[src/rtl/c17_bist_ctrl.sv]
// c17_bist_ctrl: built-in self-test sequencer for the c17 benchmark netlist.
// The pattern generator applies one all-zero pattern and then a 5-bit maximal
// LFSR sequence to the c17 inputs. The two c17 outputs are compacted into an
// 8-bit MISR, and the final signature is compared against GOLDEN.
module c17_bist_ctrl #(
  parameter int unsigned N_PAT  = 32,
  parameter logic [4:0]  SEED   = 5'h01,
  parameter logic [7:0]  GOLDEN = 8'h00
) (
  input  logic       clk,
  input  logic       rst_n,
  input  logic       start,
  input  logic [1:0] resp_in,
  output logic [4:0] pat_out,
  output logic       busy,
  output logic       done,
  output logic       pass,
  output logic [7:0] sig_out
);

  typedef enum logic [1:0] {
    ST_IDLE = 2'd0,
    ST_RUN  = 2'd1,
    ST_CMP  = 2'd2
  } state_e;

  // This is the value cnt holds during the cycle that presents the last pattern.
  localparam logic [5:0] LAST_CNT = 6'(N_PAT - 32'd1);

  state_e     state_q;
  logic [4:0] pat_q;
  logic [7:0] misr_q;
  logic [5:0] cnt_q;
  logic       busy_q;
  logic       done_q;
  logic       pass_q;

  logic [7:0] misr_d;
  logic [4:0] pat_d;
  logic       last_s;

  // MISR feedback taps: x^8 + x^6 + x^5 + x^4 + 1
  function automatic logic misr_fb(input logic [7:0] m);
    return m[7] ^ m[5] ^ m[4] ^ m[3];
  endfunction

  // Pattern LFSR step: x^5 + x^3 + 1. It never maps a nonzero state to zero.
  function automatic logic [4:0] lfsr_step(input logic [4:0] p);
    return {p[3:0], p[4] ^ p[2]};
  endfunction

  // Next MISR value, next pattern, and the last-pattern flag.
  always_comb begin
    misr_d = {misr_q[6:0], misr_fb(misr_q)} ^ {6'b0, resp_in};
    if (pat_q == 5'd0) begin
      pat_d = SEED;
    end else begin
      pat_d = lfsr_step(pat_q);
    end
    last_s = (cnt_q == LAST_CNT);
  end

  // Sequencer FSM with registered pattern, signature and status outputs.
  always_ff @(posedge clk or negedge rst_n) begin
    if (!rst_n) begin
      state_q <= ST_IDLE;
      pat_q   <= 5'd0;
      misr_q  <= 8'd0;
      cnt_q   <= 6'd0;
      busy_q  <= 1'b0;
      done_q  <= 1'b0;
      pass_q  <= 1'b0;
    end else begin
      case (state_q)
        ST_IDLE: begin
          done_q <= 1'b0;
          if (start) begin
            state_q <= ST_RUN;
            pat_q   <= 5'd0;
            misr_q  <= 8'd0;
            cnt_q   <= 6'd0;
            pass_q  <= 1'b0;
            busy_q  <= 1'b1;
          end else begin
            state_q <= ST_IDLE;
            busy_q  <= 1'b0;
          end
        end
        ST_RUN: begin
          // Capture the response to the pattern currently on pat_out.
          misr_q <= misr_d;
          cnt_q  <= cnt_q + 6'd1;
          if (last_s) begin
            // The compare uses the final signature, so pass is already
            // valid in the cycle where done is high. pat_out holds here.
            state_q <= ST_CMP;
            busy_q  <= 1'b0;
            done_q  <= 1'b1;
            pass_q  <= (misr_d == GOLDEN);
          end else begin
            state_q <= ST_RUN;
            pat_q   <= pat_d;
          end
        end
        ST_CMP: begin
          state_q <= ST_IDLE;
          done_q  <= 1'b0;
          busy_q  <= 1'b0;
        end
        default: begin
          state_q <= ST_IDLE;
          busy_q  <= 1'b0;
          done_q  <= 1'b0;
        end
      endcase
    end
  end

  assign pat_out = pat_q;
  assign busy    = busy_q;
  assign done    = done_q;
  assign pass    = pass_q;
  assign sig_out = misr_q;

endmodule

[config.mk]
export PLATFORM = sky130hd
export DESIGN_NAME = c17_bist_ctrl
export DESIGN_NICKNAME = d
export VERILOG_FILES = /design/src/rtl/c17_bist_ctrl.sv
export SDC_FILE = /design/constraint.sdc
export NUM_CORES = 1
export LEC_CHECK = 0
export ABC_AREA = 1
export CAP_MARGIN = 30
export CORE_ASPECT_RATIO = 0.8
export CORE_MARGIN = 5
export CORE_UTILIZATION = 44
export DETAILED_ROUTE_END_ITERATION = 10
export PLACE_DENSITY = 0.69
export SLEW_MARGIN = 20
export SYNTH_ARGS = -nofsm -noshare
export SYNTH_HDL_FRONTEND = slang
export SYNTH_SLANG_ARGS = --single-unit
[constraint.sdc]
create_clock -name clk -period 1.8 [get_ports clk]
set_input_delay 0.36 -clock clk [delete_from_list [all_inputs] [get_ports clk]]
set_output_delay 0.36 -clock clk [all_outputs]
set_load 0.05 [all_outputs]
* Word-level counts from Yosys, hierarchy flattened
Index checks and enable logic that the tools add are counted.
Widths: inputs -> output; s select.
** Operators by class
- Reduce and logical (&&, ||, !) cells :: 7
- Eq/ne operators :: 5
- $add $sub $neg :: 1
- Mux-type cells :: 19
- Bitwise logic cells :: 5
** Operators by type and width (number)
- $pmux 8 s2 :: 1
- $mux 5 :: 3
- $pmux 6 s2 :: 1
- $pmux 5 s2 :: 1
- $logic_not 8->1 :: 1
- $mux 8 :: 1
- $xor 8x2->8 :: 1
- $mux 1 :: 7
- $add 6x1->6 const B :: 1
- $eq 6x5->1 const B :: 1
- $mux 6 :: 1
- $ne 2x2->1 const B :: 3
- $reduce_and 3->1 :: 2
- $logic_not 5->1 :: 1
- $pmux 1 s2 :: 2
- $pmux 2 s2 :: 1
- $xor 1x1->1 :: 4
- $eq 2x1->1 const B :: 1
- $logic_not 2->1 :: 1
- $mux 2 :: 1
- $reduce_and 2->1 :: 1
- $reduce_bool 2->1 :: 1
** Word-level totals
- Output and inout bits :: 16
- Register bits :: 24

* Logic depth before layout (Yosys ltp)
Gate-level depths: netlist of run 1.
- Word-level depth :: 7
- Mapped depth :: 9
- Gate-level depth less buffers :: 9

* Least setup slack after synthesis of run 1
OpenSTA, ideal clock, no wires.
- Kind :: reg2reg
- From :: register misr_q[3] (netlist: sig_out[3])
- To :: register pass_q (netlist: pass)
- Slack :: 471 ps
- Library setup time :: 118 ps
- Buffers on the path :: 0
- Period minus slack after synthesis :: 1329 ps
- Arrival :: 1211 ps
- Cell stages (with the launch flop) :: 10
- Cells stage by stage :: dfrtp_1 > inv_1 > nand2_1 > nand2_1 > nand2_1 > nand2_1 > nand2_1 > nand2_1 > nand2_1 > nand2_1
** On the way
- Cells in the longest elaborated chain, start to end :: 5
** RTL lines
- from (decl) :: RTL line 32 : logic [7:0] misr_q;
- from (signal assigned) :: RTL line 91 : misr_q <= misr_d;
- $xor 1x1->1 :: RTL line 44 : return m[7] ^ m[5] ^ m[4] ^ m[3];
- $xor 8x2->8 * :: RTL line 54 : misr_d = {misr_q[6:0], misr_fb(misr_q)} ^ {6'b0, resp_in};
- $logic_not 8->1 * :: RTL line 99 : pass_q <= (misr_d == GOLDEN);
- $mux 1 * :: RTL line 93 : if (last_s) begin
- $pmux 1 s2 * :: RTL line 74 : case (state_q)
- to (signal assigned) :: RTL line 99
- to (decl) :: RTL line 36 : logic pass_q;
Every way passes the cells marked *; elsewhere a longest branch is shown, timed or not. The select of a mux whose other input is x is not followed.
A chain may end at the register's enable or synchronous reset.

* Final worst setup path of run 1
- From :: register state_q[1]
- To :: register pass_q (netlist: pass)
** On the way
- Cells in the longest elaborated chain, start to end :: 3
- Elaborated cells on any way between the ends :: 7
** RTL lines
- from (decl) :: RTL line 30 : state_e state_q;
- from (signal assigned) :: RTL line 66 : state_q <= ST_IDLE;
- from (signal assigned) :: RTL line 78 : state_q <= ST_RUN;
- from (signal assigned) :: RTL line 85 : state_q <= ST_IDLE;
- $eq 2x1->1 or $logic_not 2->1 (tied branches) :: RTL line 74
- $ne 2x2->1 (no source line) or $reduce_bool 2->1 (tied branches)
- $reduce_and 3->1 (no source line)
Several ways; a longest one is shown, not always the timed one.

==> impl_metrics.toml, run 1 <==
[detailed_routing]
drc_errors = 0
vias = 919
routedWlPerCell_um = 12.2
routed-wl-met3_um = 110
routed_wl_mm = 2.30
route.met2.wl_mm = 1.10
via_per_inst = 4.89
top_layer = "met4"
first_pass_iters = 4
drt_iter0_markers = 22
met1Wirelength_mm = 1.07
drtAntennaViolNets = 0

[synth]
synth-edff-count = 0
netlist_top_cells_count = "dfrtp_1, nand2_1, inv_1"
syn_area_um2 = 1110
ys_ff_latch = 24
yosysWarnings = 0
syn_avg_cell_area_um2 = 8.67
synth_cell_type_count = 17
synth_ff_type = "dfrtp_1"
ys_async_sr_fraction_pct = 100
yosysTopAreaCell = "dfrtp_1"
synth_top_area_share_pct = 54.1
synth_nets = 134
synthCells = 128
synth_area_leaders = "dfrtp_1, nand2_1, inv_1"
seq_area_frac_synth_pct = 54.1

[layout]
final.fill_count = 239
final_cells = 188
area_growth_syn_to_layout_pct = 22.0
diodes = 0
fin_area_um2 = 1350
final_layout_size_suffix_gt1_share_pct = 19.7
layout.nets = 159

[cts]
worstSkewPairLatency_ns = 0.32
htreeDepth = 1
cts_buffer_depth = 2
clkSlewWorstSetupHoldPaths_ns = 0.13
post-cts-setup-buffers = 0
ctsHoldBuffers = 0
cts_tree = "built"
cts.sinks = 24
ctsResizeCount = 0
cts_buffers = 3
cts_root_buf = "clkbuf_4"

[worst_setup_path]
r2r-end = "pass"
cp_common_cell = "nand2_1"
r2r_setup_slack_ns = 0.43
cp.required_ns = 2.07
reg2regPathDepth = 9
crit_path_end_kind = "flip-flop"
reg2reg_from = "state_q[1]"
cp_max_fo = 16
crit_type = "flip-flop to flip-flop"
cp.arrival_ns = 1.63
crit_slowest_cell = "dfrtp_1"
max_stage_delay_ns = 0.40
critPathLaunchType = "flip-flop"
path_cells = "inv_1, nand2_2, inv_8, nand3_1, nand2_1, inv_1, nor2_1, nand2_1, nand2_1"

[global_route]
antenna_found_initial = 0
grt_first_pass_wirelength_mm = 4.10
grt_max_degree = 25
gr-total-overflow = 0
grt_usage_pct = 15.1
grt_pass1_vias = 917

[min_path]
min_path_type = "primary input to asynchronous set/reset pin"

[sta]
fin_crit_sh_pct = 76.0
max_freq_mhz = 731
grt_setup_unrepaired = "false"
finalHoldViolCount = 0
drv_slew = 0
min_period_ns = 1.37
setup-violations-final = 0
skew_ns = 0.00250
setup_tns_ns = 0
tightest_slew_ns = 0.411
slew_headroom_pct = 72.5

[die]
die_area_um2 = 3630
die_w_um = 66.2
die_h_um = 54.9
core_um2 = 2420
initial_utilization_pct = 45.8
ios = 21
placementRows = 16

[placement]
dp_hpwl_mm = 1.70
io_buffer_count = 20
place_congestion = 0.778
place_inst = 184
post_dp_cell_area_um2 = 1320

[status]
status = "finished, final reports clean"

[job]
cap_violations = 0
==> registers in the layout, summed over array words and instances, names as in the netlist <==
register  cells
sig_out       8
cnt_q         6
pat_out       5
state_q       2
busy          1
done          1
pass          1
==> worst max path at each step <==
stage               slack [ns]  startpoint  cells after the start         end
CTS                       0.42  state_q[1]                      9        pass
finish                    0.43  state_q[1]                      9        pass
detailed placement        0.33       start                      4  sig_out[0]
global route              0.29    cnt_q[0]                      8  pat_out[0]
global placement          0.41       start                      4  sig_out[6]
floorplan                 0.47  sig_out[3]                      9        pass
==> placed cells by master (no fill, tap or decap) <==
| cell | count |
|---|---|
| nand2_1 | 24 |
| dfrtp_1 | 24 |
| inv_1 | 23 |
| buf_4 | 17 |
| nand3_1 | 14 |
| o22ai_1 | 10 |
| nor2_1 | 8 |
| o21ai_0 | 6 |
| nand2_2 | 5 |
| a21oi_1 | 4 |
| clkdlybuf4s50_1 | 4 |
| clkbuf_4 | 3 |
| nand2_4 | 2 |
| nand4_1 | 2 |
| nor2_4 | 1 |
| inv_8 | 1 |
| o21ai_1 | 1 |
| xnor2_1 | 1 |
| ha_1 | 1 |
| clkbuf_8 | 1 |
==> worst max-delay path, delay by kind of cell, from the launching register on <==
| family | cells | cell delay [ns] |
|---|---|---|
| AND/OR/NAND/NOR | 6 | 0.63 |
| flip-flops | 1 | 0.40 |
| buffers and inverters | 3 | 0.29 |
==> layout make-up <==
type | count | area, µm² | area share, %
multi-input combinational | 79 | 407 | 30.0
timing repair buffer | 21 | 168 | 12.4
tap | 36 | 45.0 | 3.33
clock buffer | 4 | 36.3 | 2.68
inverter | 24 | 97.6 | 7.21
sequential | 24 | 601 | 44.4
==> through the flow <==
stage               util [%]  hold WS, ns  worst slack (ns)
global placement        54.4        0.476             0.407
global route            55.9        0.395             0.290
CTS                     55.9        0.385             0.418
floorplan                  -       0.0644             0.471
detailed placement      54.4        0.475             0.325
finish                  55.9        0.381             0.433
==> logic make-up after synthesis <==
kind of cell / Yosys count / synth area share [%]
AOI/OAI and AO/OA: 21 / 10.6
adders and majority gates: 1 / 1.13
xor gates and xnor gates: 1 / 0.789
DFF: 24 / 54.1
and+or+nand+nor: 56 / 24.1
buffers and inverters: 25 / 9.24
==> per-layer routing <==
| layer | track usage (%) | vias up |
|---|---|---|
| met1 | 18.3 | 441 |
| met4 | 4.05 | 0 |
| li1 | - | 461 |
| met3 | 5.45 | 4 |
| met2 | 25.9 | 13 |
| met5 | 0 | - |
Power of run 1 is not shown: default switching activity piles up to over one toggle a cycle in this logic, so the estimate is an artifact.
==> inputs of run 2 (changes only) <==
- PLACE_DENSITY: 0.69 -> 0.72
- clock period: 1.8 -> 1.2 ns (I/O delays scaled with it)
==> impl_metrics.toml, run 2 (synthesis results as in run 1) <==
[status]
status = "complete, but fails checks"
violations = "setup timing"

[worst_setup_path]
reg2reg_from = "cnt_q[1]"
cp.arrival_ns = 1.56
cp.required_ns = 1.41
critPathLaunchType = "flip-flop"
r2r-end = "pat_out[0]"
crit_path_end_kind = "flip-flop"
path_cells = "ha_2, nand2_4, nor2_4, nand2_4, nand2_4, nand2_8, nand3_2, o21ai_1"
cp_common_cell = "nand2_4"
max_stage_delay_ns = 0.38
cp_top_family = "simple AND/OR/NAND/NOR gates"
r2r_setup_slack_ns = -0.15
reg2regPathDepth = 8
cp_max_fo = 7
crit_type = "flip-flop to flip-flop"
critical_path_buf_inv_count = 0
crit_slowest_cell = "dfrtp_1"

[layout]
final_cells = 202
mostFrequentLayoutCell = "nand2_1"
mostFrequentLayoutCells = "nand2_1, inv_1, dfrtp_1"
final_layout_size_suffix_gt1_share_pct = 36.7
diodes = 0
area_growth_syn_to_layout_pct = 59.0
layout.nets = 173
largest_reg_flops = 8
fin_area_um2 = 1760

[cts]
htreeDepth = 1
cts_tree = "built"
cts_buffers = 3
cts.sinks = 24
clkSlewWorstSetupHoldPaths_ns = 0.13
worstSkewPairLatency_ns = 0.31
cts_root_buf = "clkbuf_4"
cts_buffer_depth = 2

[die]
placementRows = 16
die_w_um = 66.2
die_area_um2 = 3630
initial_utilization_pct = 45.8
die_h_um = 54.9
core_um2 = 2420
ios = 21

[power_and_ir_drop]
p_int_w = 0.00313
ir_worst_vdd_uv = 2100
clkPwrFrac_pct = 6.1
seqPwrFrac_pct = 27.2
power.share.switching_pct = 47.2
p_comb_share_pct = 66.7
power_leakage_nw = 0.876
power_density_nw_per_um2 = 3360
p_total_w = 0.00593
switching_power_w = 0.00280

[detailed_routing]
vias = 1030
routedWlPerCell_um = 14.3
drc_errors = 0
routed_wl_mm = 2.88
drt_iter0_markers = 68
drtAntennaViolNets = 0
first_pass_iters = 4
via_per_inst = 5.10

[sta]
setup-violations-final = 10
drv_slew = 0
min_period_ns = 1.35
slew_headroom_pct = 75.7
finalHoldViolCount = 0
max_freq_mhz = 740
fin_crit_sh_pct = 113
tightest_slew_ns = 0.363
grt_setup_unrepaired = "true"
skew_ns = 0.00725
fin_ws_ns = -0.152
fin_hold_ws_ns = 0.253

[placement]
place_congestion = 0.742
post_dp_cell_area_um2 = 1590
dp_slack_ns = -0.0959
dp_hpwl_mm = 1.87
place_inst = 191
io_buffer_count = 20

[global_route]
grt_first_pass_wirelength_mm = 4.64
grt_max_degree = 25
antenna_found_initial = 0
grt_pass1_vias = 1064
gr-total-overflow = 0
grt_usage_pct = 17.4

[min_path]
min_path_type = "primary input to asynchronous set/reset pin"

[job]
cap_violations = 0
[run 2: power groups by stage]
stage | sequential, W | clock [W] | combinational, W
finish | 0.00161 | 0.000363 | 0.00395
global route | 0.00165 | 0.000411 | 0.00422
CTS | 0.00159 | 0.000368 | 0.00373
detailed placement | 0.00160 | 0 | 0.00349
global placement | 0.00159 | 0 | 0.00341
floorplan | 0.00232 | 0 | 0.00113
[run 2: cell type report]
type,instances,area (µm²)
repair buffers,35,498
multi-input cells,79,492
fillers,177,658
flip-flops and latches,24,606
well taps,36,45.0
clock buffers,4,26.3
inverters,24,97.6
[run 2: worst max-delay path by stage]
stage	from	to	slack, ns	cells past startpoint
6_report	cnt_q[1]	pat_out[0]	-0.15	8
5_1_grt	cnt_q[1]	pat_out[0]	-0.21	8
4_1_cts	cnt_q[0]	pass	-0.07	9
3_5_place_dp	start	sig_out[0]	-0.1	4
3_3_place_gp	start	cnt_q[4]	-0.07	4
2_1_floorplan	cnt_q[0]	pat_out[0]	-0.01	8
[run 2: per-layer routing]
metal	global-route usage [%]	wire length [µm]
met5	0	0
met1	20.8	1180
met2	29.5	1550
met4	6.42	18
met3	6.06	136
[run 2: repair_timing]
action | in CTS | in global routing
endpoints found under the setup margin | 7 | 31
pin swaps | 0 | 8
hold buffers | 0 | 0
setup buffers | 3 | 6
resized for setup | 6 | 16
[run 2: through the flow]
stage / setup TNS, ns / util (%)
floorplan: -0.0124 / -
global placement: -0.664 / 65.5
detailed placement: -0.985 / 65.5
CTS: -0.252 / 69.4
global route: -1.82 / 72.8
finish: -0.927 / 72.8
No activity file was read; power rests on OpenSTA's default activity.
